<file path="src/rtl/cpld_pkg.sv">
// Shared constants and enums for the CPLD address decode / register block.
// Pure declarations: no logic, no latency, no flow control.
package cpld_pkg;

  localparam logic [15:0] ELK_PAGED_ROM_SEL    = 16'hFE05;
  localparam logic [15:0] PAGED_ROM_SEL        = 16'hFE30;
  localparam logic [15:0] BPLUS_SHADOW_RAM_SEL = 16'hFE34;

  typedef enum logic [1:0] {
    BEEB   = 2'b00,
    BPLUS  = 2'b01,
    ELK    = 2'b10,
    MASTER = 2'b11
  } mode_t;

  typedef enum logic [1:0] {
    ST_IDLE    = 2'b00,
    ST_STRETCH = 2'b01,
    ST_RELEASE = 2'b10
  } stretch_state_t;

endpackage

</file>
<file path="src/rtl/cpld_adr_dec_regs_slow_cycle_fsm.sv">
// Host-cycle stretcher: slow_req high for SLOW_CYC clks starting the clk after a trigger.
// Holds the CPU (cpu_rdy=0) from the trigger cycle to the last stretch cycle; retriggers only from IDLE.
module slow_cycle_fsm
  import cpld_pkg::*;
#(
  parameter int SLOW_CYC = 3
) (
  input  logic clk,
  input  logic rst,
  input  logic trig,
  output logic slow_req,
  output logic cpu_rdy,
  output logic idle
);

  stretch_state_t state_q, state_d;
  logic [3:0]     cnt_q, cnt_d;

  always_comb begin
    state_d = state_q;
    cnt_d   = cnt_q;
    case (state_q)
      ST_IDLE: begin
        if (trig) begin
          state_d = ST_STRETCH;
          cnt_d   = 4'(SLOW_CYC - 1);
        end
      end
      ST_STRETCH: begin
        if (cnt_q == 4'd0) state_d = ST_RELEASE;
        else               cnt_d   = cnt_q - 4'd1;
      end
      ST_RELEASE: state_d = ST_IDLE;
      default:    state_d = ST_IDLE;
    endcase
  end

  always_ff @(posedge clk) begin
    if (rst) begin
      state_q <= ST_IDLE;
      cnt_q   <= 4'd0;
    end else begin
      state_q <= state_d;
      cnt_q   <= cnt_d;
    end
  end

  assign idle     = (state_q == ST_IDLE);
  assign slow_req = (state_q == ST_STRETCH);
  // The hit cycle itself must already stall the CPU, before the FSM leaves IDLE.
  assign cpu_rdy  = !((state_q == ST_STRETCH) || ((state_q == ST_IDLE) && trig));

endmodule

</file>
<file path="src/rtl/cpld_adr_dec_regs.sv">
// 65816-to-host address decode, paged-ROM/shadow registers, host address latch and slow-cycle stretch.
// Registers/latch update 1 clk after the qualifying edge; CPU held via cpu_rdy during slow cycles.
// LATCH_ADR_EN defined: bbc_adr holds while lat_en=0; undefined: bbc_adr clears while lat_en=0.
module cpld_adr_dec_regs
  import cpld_pkg::*;
#(
  parameter int ADR_W    = 12,
  parameter int ROMSEL_W = 4,
  parameter int SLOW_CYC = 3
) (
  input  logic                clk,
  input  logic                rst,
  input  logic [15:0]         cpu_adr,
  input  logic [7:0]          cpu_data,
  input  logic                cpu_rnw,
  input  logic                cpu_vda,
  input  logic [1:0]          j,
  input  logic                lat_en,
  output logic [ADR_W-1:0]    bbc_adr,
  output logic                dec_rom_reg,
  output logic                dec_shadow_reg,
  output logic                dec_fe4x,
  output logic [ROMSEL_W-1:0] rom_sel,
  output logic                shadow_en,
  output logic                slow_req,
  output logic                cpu_rdy
);

  mode_t               mode_q, mode_d;
  logic [ROMSEL_W-1:0] rom_sel_q, rom_sel_d;
  logic                shadow_en_q, shadow_en_d;
  logic [ADR_W-1:0]    bbc_adr_q, bbc_adr_d;
  logic                fsm_idle;
  logic                reg_wr;
  logic                data_unused;

  assign data_unused = ^cpu_data;

  assign dec_rom_reg    = (mode_q == ELK) ? (cpu_adr == ELK_PAGED_ROM_SEL)
                                          : (cpu_adr == PAGED_ROM_SEL);
  assign dec_shadow_reg = ((mode_q == BPLUS) || (mode_q == MASTER)) &&
                          (cpu_adr == BPLUS_SHADOW_RAM_SEL);
  assign dec_fe4x       = (cpu_adr[15:4] == 12'hFE4) || (cpu_adr[15:9] == 7'b1111_110);

  assign reg_wr = cpu_vda && !cpu_rnw && fsm_idle;

  always_comb begin
    mode_d      = rst ? mode_t'(j) : mode_q;
    rom_sel_d   = rom_sel_q;
    shadow_en_d = shadow_en_q;
    if (reg_wr && dec_rom_reg)    rom_sel_d   = cpu_data[ROMSEL_W-1:0];
    if (reg_wr && dec_shadow_reg) shadow_en_d = cpu_data[7];
    if (lat_en) begin
      bbc_adr_d = cpu_adr[ADR_W-1:0];
    end else begin
`ifdef LATCH_ADR_EN
      bbc_adr_d = bbc_adr_q;
`else
      bbc_adr_d = '0;
`endif
    end
  end

  // Mode tracks the jumpers only while in reset, then stays frozen.
  always_ff @(posedge clk) begin
    mode_q <= mode_d;
    if (rst) begin
      rom_sel_q   <= '0;
      shadow_en_q <= 1'b0;
      bbc_adr_q   <= '0;
    end else begin
      rom_sel_q   <= rom_sel_d;
      shadow_en_q <= shadow_en_d;
      bbc_adr_q   <= bbc_adr_d;
    end
  end

  slow_cycle_fsm #(
    .SLOW_CYC (SLOW_CYC)
  ) u_slow_cycle_fsm (
    .clk      (clk),
    .rst      (rst),
    .trig     (cpu_vda && dec_fe4x),
    .slow_req (slow_req),
    .cpu_rdy  (cpu_rdy),
    .idle     (fsm_idle)
  );

  assign rom_sel   = rom_sel_q;
  assign shadow_en = shadow_en_q;
  assign bbc_adr   = bbc_adr_q;

endmodule
</file>
<file path="config.mk">
export PLATFORM = sky130hd
export DESIGN_NAME = cpld_adr_dec_regs
export DESIGN_NICKNAME = d
export VERILOG_FILES = /design/src/rtl/cpld_pkg.sv /design/src/rtl/cpld_adr_dec_regs_slow_cycle_fsm.sv /design/src/rtl/cpld_adr_dec_regs.sv
export SDC_FILE = /design/constraint.sdc
export NUM_CORES = 1
export LEC_CHECK = 0
export ABC_AREA = 1
export CORE_MARGIN = 2
export CORE_UTILIZATION = 41
export DETAILED_ROUTE_END_ITERATION = 8
export PLACE_DENSITY_LB_ADDON = 0.2
export SLEW_MARGIN = 20
export SYNTH_ARGS = -nofsm -noshare
export SYNTH_HDL_FRONTEND = slang
export SYNTH_SLANG_ARGS = --single-unit
</file>
<file path="constraint.sdc">
create_clock -name clk -period 1.48 [get_ports clk]
set_input_delay 0.444 -clock clk [delete_from_list [all_inputs] [get_ports clk]]
set_output_delay 0.444 -clock clk [all_outputs]
set_load 0.1 [all_outputs]
</file>
==> results of run 1 <==
==> power by group through the flow <==
stage | Sequential (mW) | Clock, mW | Combinational, mW
final | 0.715 | 0.323 | 0.402
after global routing | 0.717 | 0.363 | 0.420
after CTS | 0.714 | 0.330 | 0.387
after detailed placement | 0.729 | 0 | 0.355
after global placement | 0.728 | 0 | 0.346
after floorplan | 0.816 | 0 | 0.0759
==> what timing repair did <==
| item | 4_1_cts | 5_1_grt |
|---|---|---|
| pin swaps | 24 | 17 |
| setup buffers | 42 | 7 |
| gates resized for setup | 80 | 19 |
| endpoints found under the setup margin | 15 | 10 |
==> per-stage QoR <==
step                cells  worst slack (ns)  cell area (um^2)  hold slack, ns  setup TNS (ns)
global placement      261           -0.7824              2151          0.4653          -7.500
floorplan             167           -0.5763              1274          0.4525          -1.377
finish                287           -0.4215              2420          0.3253          -1.389
global route          287           -0.4952              2420          0.3138          -1.825
detailed placement    261           -0.8155              2151          0.4688          -8.251
CTS                   288           -0.3609              2386          0.3174          -1.393
==> metal layers <==
metal  routed length (um)  vias up
met1                 1539      650
met2                 2298       58
met3                  214       14
met5                    0        -
met4                  157        0
li1                     -      678
==> final timing paths <==
check                                 start                   endpoint  slack, ns  cells past startpoint
setup / recovery                  mode_q[0]                dec_rom_reg      -0.42                      5
hold / removal                   cpu_adr[8]                 bbc_adr[8]       0.33                      3
setup reg to reg                  mode_q[0]                  shadow_en       0.03                     10
hold reg to reg   u_slow_cycle_fsm.cnt_q[1]  u_slow_cycle_fsm.cnt_q[1]       0.49                      2
==> layout make-up <==
| class | instances | area [um^2] |
|---|---|---|
| multi-input combinational | 102 | 659.4 |
| sequential | 25 | 523.0 |
| timing repair buffer | 87 | 1011 |
| tap | 31 | 38.79 |
| inverter | 38 | 161.4 |
| fill | 144 | 361.6 |
| clock buffer | 4 | 26.28 |
==> tightest hold or removal path, stage by stage <==
cell    delay, ns
buf_8        0.11
inv_12       0.04
nor2_1       0.03
==> registers in the layout, summed over array words and instances (netlist names) <==
name / count
u_slow_cycle_fsm.cnt_q: 4
shadow_en: 1
mode_q: 2
bbc_adr: 12
rom_sel: 4
u_slow_cycle_fsm.state_q: 2
==> cells in the final DEF (no fill, tap or decap), drive strengths merged <==
cell / instances
buf: 72
nand3: 14
dlygate4sd2: 3
ha: 1
edfxtp: 2
and3: 1
dfxtp: 23
clkinvlp: 1
nand4: 4
xnor2: 1
clkbuf: 6
a21oi: 4
nor3: 2
clkdlybuf4s50: 10
nor2: 36
nand2: 38
xor2: 1
inv: 37
==> cell families (layout without fill, tap and decap cells) <==
kind of cell | Yosys count | after routing | share of synthesized area, %
XOR/XNOR | 2 | 2 | 1.448
buffers and inverters | 40 | 129 | 13.24
AND/OR/NAND/NOR | 95 | 95 | 39.61
adder cells (fa/ha/maj) | 1 | 1 | 1.034
AO/OA/AOI/OAI | 4 | 4 | 1.655
flip-flops | 25 | 25 | 43.02
==> key figures, run 1 <==
Setup path
  – Kind of critical path: reg -> out
  – CP max stage delay: 0.44 ns
  – CP Capture Type: output port
  – Crit path buffers/inverters: 1
  – Crit-path max FO: 3
  – Setup crit start kind: register
  – Top delay family on crit path: simple AND/OR/NAND/NOR gates
  – Crit path DAT: 1.46 ns
  – Critical path's slowest cell: edfxtp_1
  – Ordered cell list for the critical path: nor2_1, nand3_1, nand2_2, and3_4, buf_12
  – Worst Path Required: 1.04 ns

Yosys
  – Top_reg_cell synth: dfxtp_1
  – Post-synth top area share: 38.06%
  – Warning count from the yosys run: 0
  – Number of flops mapped to enable cells by yosys: 2
  – Dominant cells by area after synthesis: dfxtp_1 38%, nand2_1 9.6%, nor2_1 9.3%, inv_1 9.0%, nand3_1 5.0%
  – Number of synthesized register bits: 25
  – Most common cell in the netlist: nand2_1
  – Cell taking the most area after synthesis: dfxtp_1
  – Ys async rst share: 0%
  – Post-synthesis sequential area ratio: 43.02%
  – Syn Inst Count: 167
  – Post-synthesis cell area: 1210 um^2
  – Avg Cell Area, Syn: 7.245 um^2
  – Unique masters post-synth: 23
  – Syn nets: 199
  – Synth cell count leaders: 31 x nand2_1, 30 x nor2_1, 29 x inv_1, 23 x dfxtp_1, 12 x nand3_1

Die
  – Die H: 58.33 um
  – Row count: 19
  – Die width: 58.33 um
  – Num ports: 53
  – Core box area: 2781 um^2
  – Starting Density: 43.50%
  – DIE AREA: 3402 um^2

GRT
  – Initial antenna violation count: 0
  – GR Util met1: 30.47%
  – Number of global-route vias before repair: 1,522
  – Global-route met2 utilization: 52.17%
  – Met3 Usage GRT: 3.516%
  – Total gr overflow: 0
  – Largest net degree at the start of global routing: 14
  – GRT Util Overall: 28.00%
  – First-pass GRT wire length: 7189 um
  – Most used routing layer in global routing: met2

Routing
  – Post-DR vias/cell: 4.878
  – Post-DRT Antenna Nets: 0
  – Via count: 1,400
  – Avg WL per Cell: 14.67 um
  – Final wirelength: 4210 um
  – DRC: 0
  – Initial drt markers: 96
  – Detailed Routing Iterations Pass 1: 4

Power and ir drop
  – Max IR drop VDD: 846.6 uV
  – Pwr per Cell Area: 595.2 nW/um^2
  – Net Sw Frac: 31.44%
  – Net Sw Power: 452.8 uW
  – Pint: 987.4 uW
  – PnR Total Power: 1.440 mW
  – Sequential share of power: 49.7%
  – Lkg Pwr: 1.163 nW
  – Clock power share: 22.5%
  – Combinational cell fraction of total power: 27.9%

Timing
  – Worst Tran Pin Value: 0.2213 ns
  – Peak Freq: 525.9 MHz
  – RSZ-0062 raised after global routing: true
  – Final Hold Fails: 0
  – Count of final max-slew check failures: 0
  – Crit share post-route: 128.5%
  – Slew margin rel.: 85.14%
  – Minimum clock period: 1.902 ns
  – Final Skew: 0.0008808 ns
  – Setup ws final: -0.4215 ns
  – Final setup fails: 5

Final layout
  – Layout cell share with drive strength beyond 1: 51.56%
  – Area growth, synth to finish: 100.0%
  – Nets: 289
  – Post-layout util: 87.00%
  – Antenna diodes: 0

Placement
  – Final HPWL DP: 2580 um
  – Port bufs: 49
  – Routability congestion estimate: 0.7665

CTS
  – TritonCTS buffer count: 3
  – CTS max path bufs: 2
  – Clk_lat worst skew: 0.33 ns
  – H-Tree Depth: 1
  – # hold bufs at CTS: 0
  – CTS tree: built
  – CTS sink count: 25
  – Clk Tree Root Cell: clkbuf_4
  – Register clock-pin slew on the reported worst setup and hold paths: 0.14 ns

Outcome
  – Violations in the final reports: negative setup slack
  – Status: complete, but fails checks

Job
  – MaxCap Viol Count: 0

Min path
  – Min-delay worst type: in -> reg
(Power assumes the default switching activity.)
==> run 2, diff against run 1 <==
--- a/config.mk
+++ b/config.mk
@@ -9,6 +9,7 @@
 export CORE_MARGIN = 2
 export CORE_UTILIZATION = 41
 export DETAILED_ROUTE_END_ITERATION = 8
+export HOLD_SLACK_MARGIN = 0.02
 export PLACE_DENSITY_LB_ADDON = 0.2
 export SLEW_MARGIN = 20
 export SYNTH_ARGS = -nofsm -noshare
==> constraint.sdc (replaced) <==
create_clock -name clk -period 1.48 [get_ports clk]
set_input_delay 0.37 -clock clk [delete_from_list [all_inputs] [get_ports clk]]
set_output_delay 0.37 -clock clk [all_outputs]
set_load 0.1 [all_outputs]
==> run 2 against run 1 <==
The flow still finishes with violations (negative setup slack); final cell count fell by 3.5%; total power fell by 2.4%; routed wire length fell by 11%; non-clock buffer count fell by 10; worst hold slack got worse by 0.042 ns; largest cell class unchanged; largest power group unchanged; highest routed layer unchanged.
==> key figures, run 2 (synthesis results as in run 1) <==
Placement
  – Port bufs: 49 (unchanged)
  – Placed Instance Area: 2111 um^2 (-1.9%)
  – Final HPWL DP: 2467 um (-4.4%)
  – Routability congestion estimate: 0.7719 (+0.70%)

Final layout
  – FF/Latch Area: 523.0 um^2 (unchanged)
  – Area growth, synth to finish: 94.00%
  – Post-layout util: 84.39% (-2.6 points)
  – Most frequent cells in the layout: 26 x nor2_1, 25 x buf_4, 24 x inv_1, 22 x buf_12, 21 x dfxtp_1
  – Commonest non-fill, non-tap cell in the layout: nor2_1
  – Nets: 279 (-3.5%)
  – Antenna diodes: 0 (unchanged)
  – Layout fillers: 144 (unchanged)
  – Max FFs per register: 12 (unchanged)
  – Post-route cell area: 2347 um^2 (-3.0%)
  – Layout cell share with drive strength beyond 1: 48.37% (-3.2 points)
  – Area of the multi-input gates: 681.9 um^2 (+3.4%)

Routing
  – Detailed Routing Iterations Pass 1: 4 (unchanged)
  – Via count: 1,356 (-3.1%)
  – Avg WL per Cell: 13.59 um (-7.3%)
  – Final wirelength: 3765 um (-11%)
  – Initial drt markers: 44 (-54%)
  – Post-DRT Antenna Nets: 0 (unchanged)
  – DRC: 0 (unchanged)
  – Post-DR vias/cell: 4.895 (+0.35%)

CTS
  – Register clock-pin slew on the reported worst setup and hold paths: 0.14 ns (about the same)
  – TritonCTS buffer count: 3 (unchanged)
  – H-Tree Depth: 1 (unchanged)
  – CTS sink count: 25 (unchanged)
  – CTS tree: built
  – CTS max path bufs: 2 (unchanged)
  – Clk Tree Root Cell: clkbuf_4
  – Clk_lat worst skew: 0.33 ns (about the same)
  – # hold bufs at CTS: 0 (unchanged)

Min path
  – Min-delay worst type: in -> reg
  – Hold Crit Depth: 3 (unchanged)
  – Hold Crit Start: cpu_adr[6]
  – WHS Endpoint: bbc_adr[6]

Timing
  – Worst Tran Pin Value: 0.4092 ns (+0.1879 ns)
  – Setup ws final: -0.3320 ns (+0.08949 ns)
  – Count of final max-slew check failures: 0 (unchanged)
  – Final setup fails: 4 (-1)
  – Crit share post-route: 122.4% (-6.0 points)
  – Minimum clock period: 1.812 ns (-0.08949 ns)
  – RSZ-0062 raised after global routing: true
  – Final Hold Fails: 0 (unchanged)
  – Peak Freq: 551.9 MHz (+4.9%)
  – Hold Slack: 0.2829 ns (-0.04242 ns)
  – Final Skew: 0.002351 ns (+0.001470 ns)
  – Setup_tns: -0.6909 ns (+0.6977 ns)
  – Slew margin rel.: 72.66% (-12 points)

Power and ir drop
  – Lkg Pwr: 1.127 nW (-3.0%)
  – PnR Total Power: 1.406 mW (-2.4%)
  – Max IR drop VDD: 845.2 uV (-0.16%)
  – Pwr per Cell Area: 599.0 nW/um^2 (+0.65%)

Setup path
  – Ordered cell list for the critical path: nor2_1, nand3_1, nand2_2, and3_4, buf_12
  – CP Capture Type: output port
  – R2r setup slk: 0.12 ns (+0.09 ns)
  – Crit path DAT: 1.44 ns (-0.02 ns)
  – Crit-path max FO: 3 (unchanged)
  – Setup crit start kind: register
  – Reg2reg path depth: 9 (-1)
  – Kind of critical path: reg -> out
  – Worst R2R End: rom_sel[0]
  – Critical path's slowest cell: edfxtp_1
  – Worst Path Required: 1.11 ns (+0.07 ns)
  – Reg2reg start: mode_q[0]
  – CP max stage delay: 0.44 ns (about the same)

Die
  – Die width: 58.33 um (unchanged)
  – Starting Density: 43.50% (unchanged)
  – Num ports: 53 (unchanged)
  – Core box area: 2781 um^2 (unchanged)
  – Die H: 58.33 um (unchanged)
  – Row count: 19 (unchanged)
  – DIE AREA: 3402 um^2 (unchanged)

GRT
  – First-pass GRT wire length: 6037 um (-16%)
  – Number of global-route vias before repair: 1,372 (-9.9%)
  – Largest net degree at the start of global routing: 14 (unchanged)
  – GRT Util Overall: 23.01% (-5.0 points)
  – Initial antenna violation count: 0 (unchanged)
  – Total gr overflow: 0 (unchanged)

Job
  – MaxCap Viol Count: 0 (unchanged)

Outcome
  – Violations in the final reports: negative setup slack
  – Status: complete, but fails checks
[run 2: cell count changes in the layout (fill, tap and decap cells not counted), sizes merged]
cell,change
buf,-10
clkbuf,-2
clkdlybuf4s15,+2
[run 2: stage by stage]
| step | cells | worst slack [ns] |
|---|---|---|
| floorplan | 167 | -0.5023 |
| global placement | 259 | -0.6344 |
| detailed placement | 259 | -0.6463 |
| CTS | 277 | -0.3322 |
| global route | 277 | -0.3672 |
| finish | 277 | -0.3320 |
[run 2: worst max path at each step]
stage,depth (start not counted),slack [ns],to,startpoint
3_3_place_gp,8,-0.63,dec_rom_reg,cpu_adr[8]
4_1_cts,5,-0.33,dec_rom_reg,mode_q[0]
5_1_grt,5,-0.37,dec_rom_reg,mode_q[0]
3_5_place_dp,8,-0.65,dec_rom_reg,cpu_adr[8]
2_1_floorplan,3,-0.50,cpu_rdy,u_slow_cycle_fsm.state_q[0]
6_report,5,-0.33,dec_rom_reg,mode_q[0]
[run 2: layout make-up]
class	count	area share, %
inverter	38	6.876
clock buffer	4	1.119
sequential	25	22.28
tap	31	1.652
timing repair buffer	77	39.02
multi-input combinational	102	29.05
[run 2: critical path, delay by kind of cell (launching register included)]
family | cells | cell delay (ns)
flops | 1 | 0.44
simple gates | 4 | 0.51
buf+inv | 1 | 0.17
[run 2: per-layer routing]
metal | part of all wire (%) | vias to the layer above | track usage, %
li1 | - | 654 | -
met1 | 36 | 627 | 25.76
met2 | 54 | 65 | 44.30
met3 | 7.1 | 10 | 3.516
met4 | 2.8 | 0 | 6.645
met5 | 0 | - | 0
[run 2: report_power, final]
group | internal [mW] | switching (mW)
clock network | 0.106 | 0.211
logic | 0.160 | 0.215
registers | 0.700 | 0.0140
[run 2: timing repair]
action | CTS | global route
gates cloned | 0 | 0
resized for setup | 78 | 21
buffers inserted | 22 | 5
setup endpoints to repair | 14 | 12
pin swaps | 28 | 19
==> run 3, diff against run 2 <==
--- a/config.mk
+++ b/config.mk
@@ -10,7 +10,7 @@
 export CORE_UTILIZATION = 41
 export DETAILED_ROUTE_END_ITERATION = 8
 export HOLD_SLACK_MARGIN = 0.02
-export PLACE_DENSITY_LB_ADDON = 0.2
+export PLACE_DENSITY = 0.78
 export SLEW_MARGIN = 20
 export SYNTH_ARGS = -nofsm -noshare
 export SYNTH_HDL_FRONTEND = slang
==> run 3 against run 2 <==
The run still ends with negative setup slack left; flip-flop and latch count unchanged; worst hold slack got worse by 0.026 ns; global-route usage rose by 3.0 points; non-clock buffer count up 7; utilization is 0.90 points lower; via count up 4.9%; fmax shrank 3.7%; critical path type unchanged; critical endpoint unchanged; largest cell class unchanged; largest power group unchanged.
==> key figures, run 3 (synthesis results as in run 1) <==
Outcome
  – Status: complete, but fails checks
  – Violations in the final reports: negative setup slack

GRT
  – Initial antenna violation count: 0 (unchanged)
  – GRT Util Overall: 25.97% (+3.0 points)
  – Total gr overflow: 0 (unchanged)
  – Number of global-route vias before repair: 1,406 (+2.5%)
  – Largest net degree at the start of global routing: 14 (unchanged)
  – First-pass GRT wire length: 6575 um (+8.9%)

Final layout
  – Most frequent cells in the layout: 35 x buf_4, 25 x nor2_1, 24 x inv_1, 22 x nand2_1, 22 x buf_12
  – Layout fillers: 156 (+8.3%)
  – Commonest non-fill, non-tap cell in the layout: buf_4
  – Post-route insts no fill: 284 (+2.5%)
  – Post-route cell area: 2322 um^2 (-1.1%)
  – Max FFs per register: 12 (unchanged)
  – Antenna diodes: 0 (unchanged)
  – Layout cell share with drive strength beyond 1: 49.01% (+0.64 points)
  – Post-layout util: 83.49% (-0.90 points)
  – Area growth, synth to finish: 91.93%
  – Nets: 286 (+2.5%)

Placement
  – Placed Instance Area: 2133 um^2 (+1.1%)
  – Port bufs: 49 (unchanged)
  – Final HPWL DP: 2600 um (+5.4%)
  – DP Cell Count: 262 (+1.2%)
  – Routability congestion estimate: 0.7362 (-4.6%)

Routing
  – Avg WL per Cell: 15.20 um (+12%)
  – DRC: 0 (unchanged)
  – Post-DR vias/cell: 5.011 (+2.4%)
  – Met2 routed WL: 2353 um (+16%)
  – WL met1: 1548 um (+14%)
  – Via count: 1,423 (+4.9%)
  – Initial drt markers: 52 (+18%)
  – Final wirelength: 4316 um (+15%)
  – Met3 wire length: 201 um (-25%)
  – Detailed Routing Iterations Pass 1: 4 (unchanged)
  – Top Metal Used: met4
  – Post-DRT Antenna Nets: 0 (unchanged)

Die
  – Starting Density: 43.50% (unchanged)
  – Die H: 58.33 um (unchanged)
  – Die width: 58.33 um (unchanged)
  – DIE AREA: 3402 um^2 (unchanged)
  – Num ports: 53 (unchanged)
  – Row count: 19 (unchanged)
  – Core box area: 2781 um^2 (unchanged)

CTS
  – Clk Tree Root Cell: clkbuf_4
  – Clk_lat worst skew: 0.32 ns (about the same)
  – # hold bufs at CTS: 0 (unchanged)
  – H-Tree Depth: 1 (unchanged)
  – CTS max path bufs: 2 (unchanged)
  – TritonCTS buffer count: 3 (unchanged)
  – CTS tree: built
  – Register clock-pin slew on the reported worst setup and hold paths: 0.14 ns (about the same)
  – CTS sink count: 25 (unchanged)

Setup path
  – CP max stage delay: 0.48 ns (+0.04 ns)
  – Top delay family on crit path: simple AND/OR/NAND/NOR gates
  – Crit path DAT: 1.51 ns (+0.07 ns)
  – Kind of critical path: reg -> out
  – Setup crit start kind: register
  – Worst Path Required: 1.11 ns (about the same)
  – Critical path's slowest cell: edfxtp_1
  – Ordered cell list for the critical path: nor2_1, nand3_1, nand2_1, and3_4, buf_12
  – Crit-path max FO: 3 (unchanged)
  – CP Capture Type: output port
  – Crit path buffers/inverters: 1 (unchanged)

Timing
  – Slew margin rel.: 72.65% (about the same)
  – Final Skew: 0.002088 ns (-0.0002629 ns)
  – Peak Freq: 531.3 MHz (-3.7%)
  – Worst Tran Pin Value: 0.4092 ns (+0.00008249 ns)
  – Count of final max-slew check failures: 0 (unchanged)
  – Crit share post-route: 127.2% (+4.7 points)
  – Final setup fails: 5 (+1)
  – Setup ws final: -0.4021 ns (-0.07005 ns)
  – Minimum clock period: 1.882 ns (+0.07005 ns)
  – RSZ-0062 raised after global routing: true
  – Hold Slack: 0.2565 ns (-0.02644 ns)
  – Final Hold Fails: 0 (unchanged)

Power and ir drop
  – Pwr per Cell Area: 613.7 nW/um^2 (+2.4%)
  – Max IR drop VDD: 540.4 uV (-36%)
  – Lkg Pwr: 1.130 nW (+0.20%)
  – PnR Total Power: 1.425 mW (+1.3%)

Min path
  – Min-delay worst type: in -> reg

Job
  – MaxCap Viol Count: 0 (unchanged)
run 3: repair_timing:
| item | CTS | global route |
|---|---|---|
| setup buffers | 17 | 4 |
| pin swaps | 19 | 12 |
| gates resized for setup | 68 | 20 |
| setup endpoints to repair | 14 | 10 |
run 3: worst paths after layout:
kind,from,end,slack (ns),depth (start not counted)
worst min-delay path,cpu_adr[8],bbc_adr[8],0.26,3
worst max register to register,mode_q[0],rom_sel[0],0.03,9
worst min register to register,u_slow_cycle_fsm.cnt_q[1],u_slow_cycle_fsm.cnt_q[1],0.50,2
worst max-delay path,mode_q[0],dec_rom_reg,-0.40,5
run 3: power breakdown:
part	internal (mW)	switching, mW	leakage [nW]
Clock	0.106	0.213	0.0150
Combinational	0.172	0.219	0.907
Sequential	0.700	0.0158	0.208
Total	0.978	0.447	1.13
run 3: routing by layer:
metal	global-route usage (%)	vias to the layer above
met5	0	-
met4	18.60	0
met3	3.736	26
met2	47.67	59
met1	26.60	660
li1	-	678
run 3: worst reg2reg max path, stage by stage, from the launching register on:
cell,delay [ns]
edfxtp_1,0.48
nor2_1,0.15
nand3_1,0.08
nand2_1,0.10
buf_4,0.14
nand2_4,0.05
nor2_4,0.15
nand3_1,0.10
nand2_1,0.07
nor2_1,0.03
run 3: per-stage QoR:
stage / setup TNS, ns / setup slack, ns
2_1_floorplan: -0.9334 / -0.5023
3_3_place_gp: -5.724 / -0.6341
3_5_place_dp: -6.260 / -0.6487
4_1_cts: -0.6913 / -0.3021
5_1_grt: -1.196 / -0.4286
6_report: -0.8792 / -0.4021
run 3: layout make-up:
cell class | count | area (um^2) | share of cell area (%)
timing repair buffer | 84 | 939.7 | 40.46
multi-input combinational | 102 | 630.6 | 27.16
sequential | 25 | 523.0 | 22.52
inverter | 38 | 163.9 | 7.058
tap | 31 | 38.79 | 1.670
clock buffer | 4 | 26.28 | 1.131
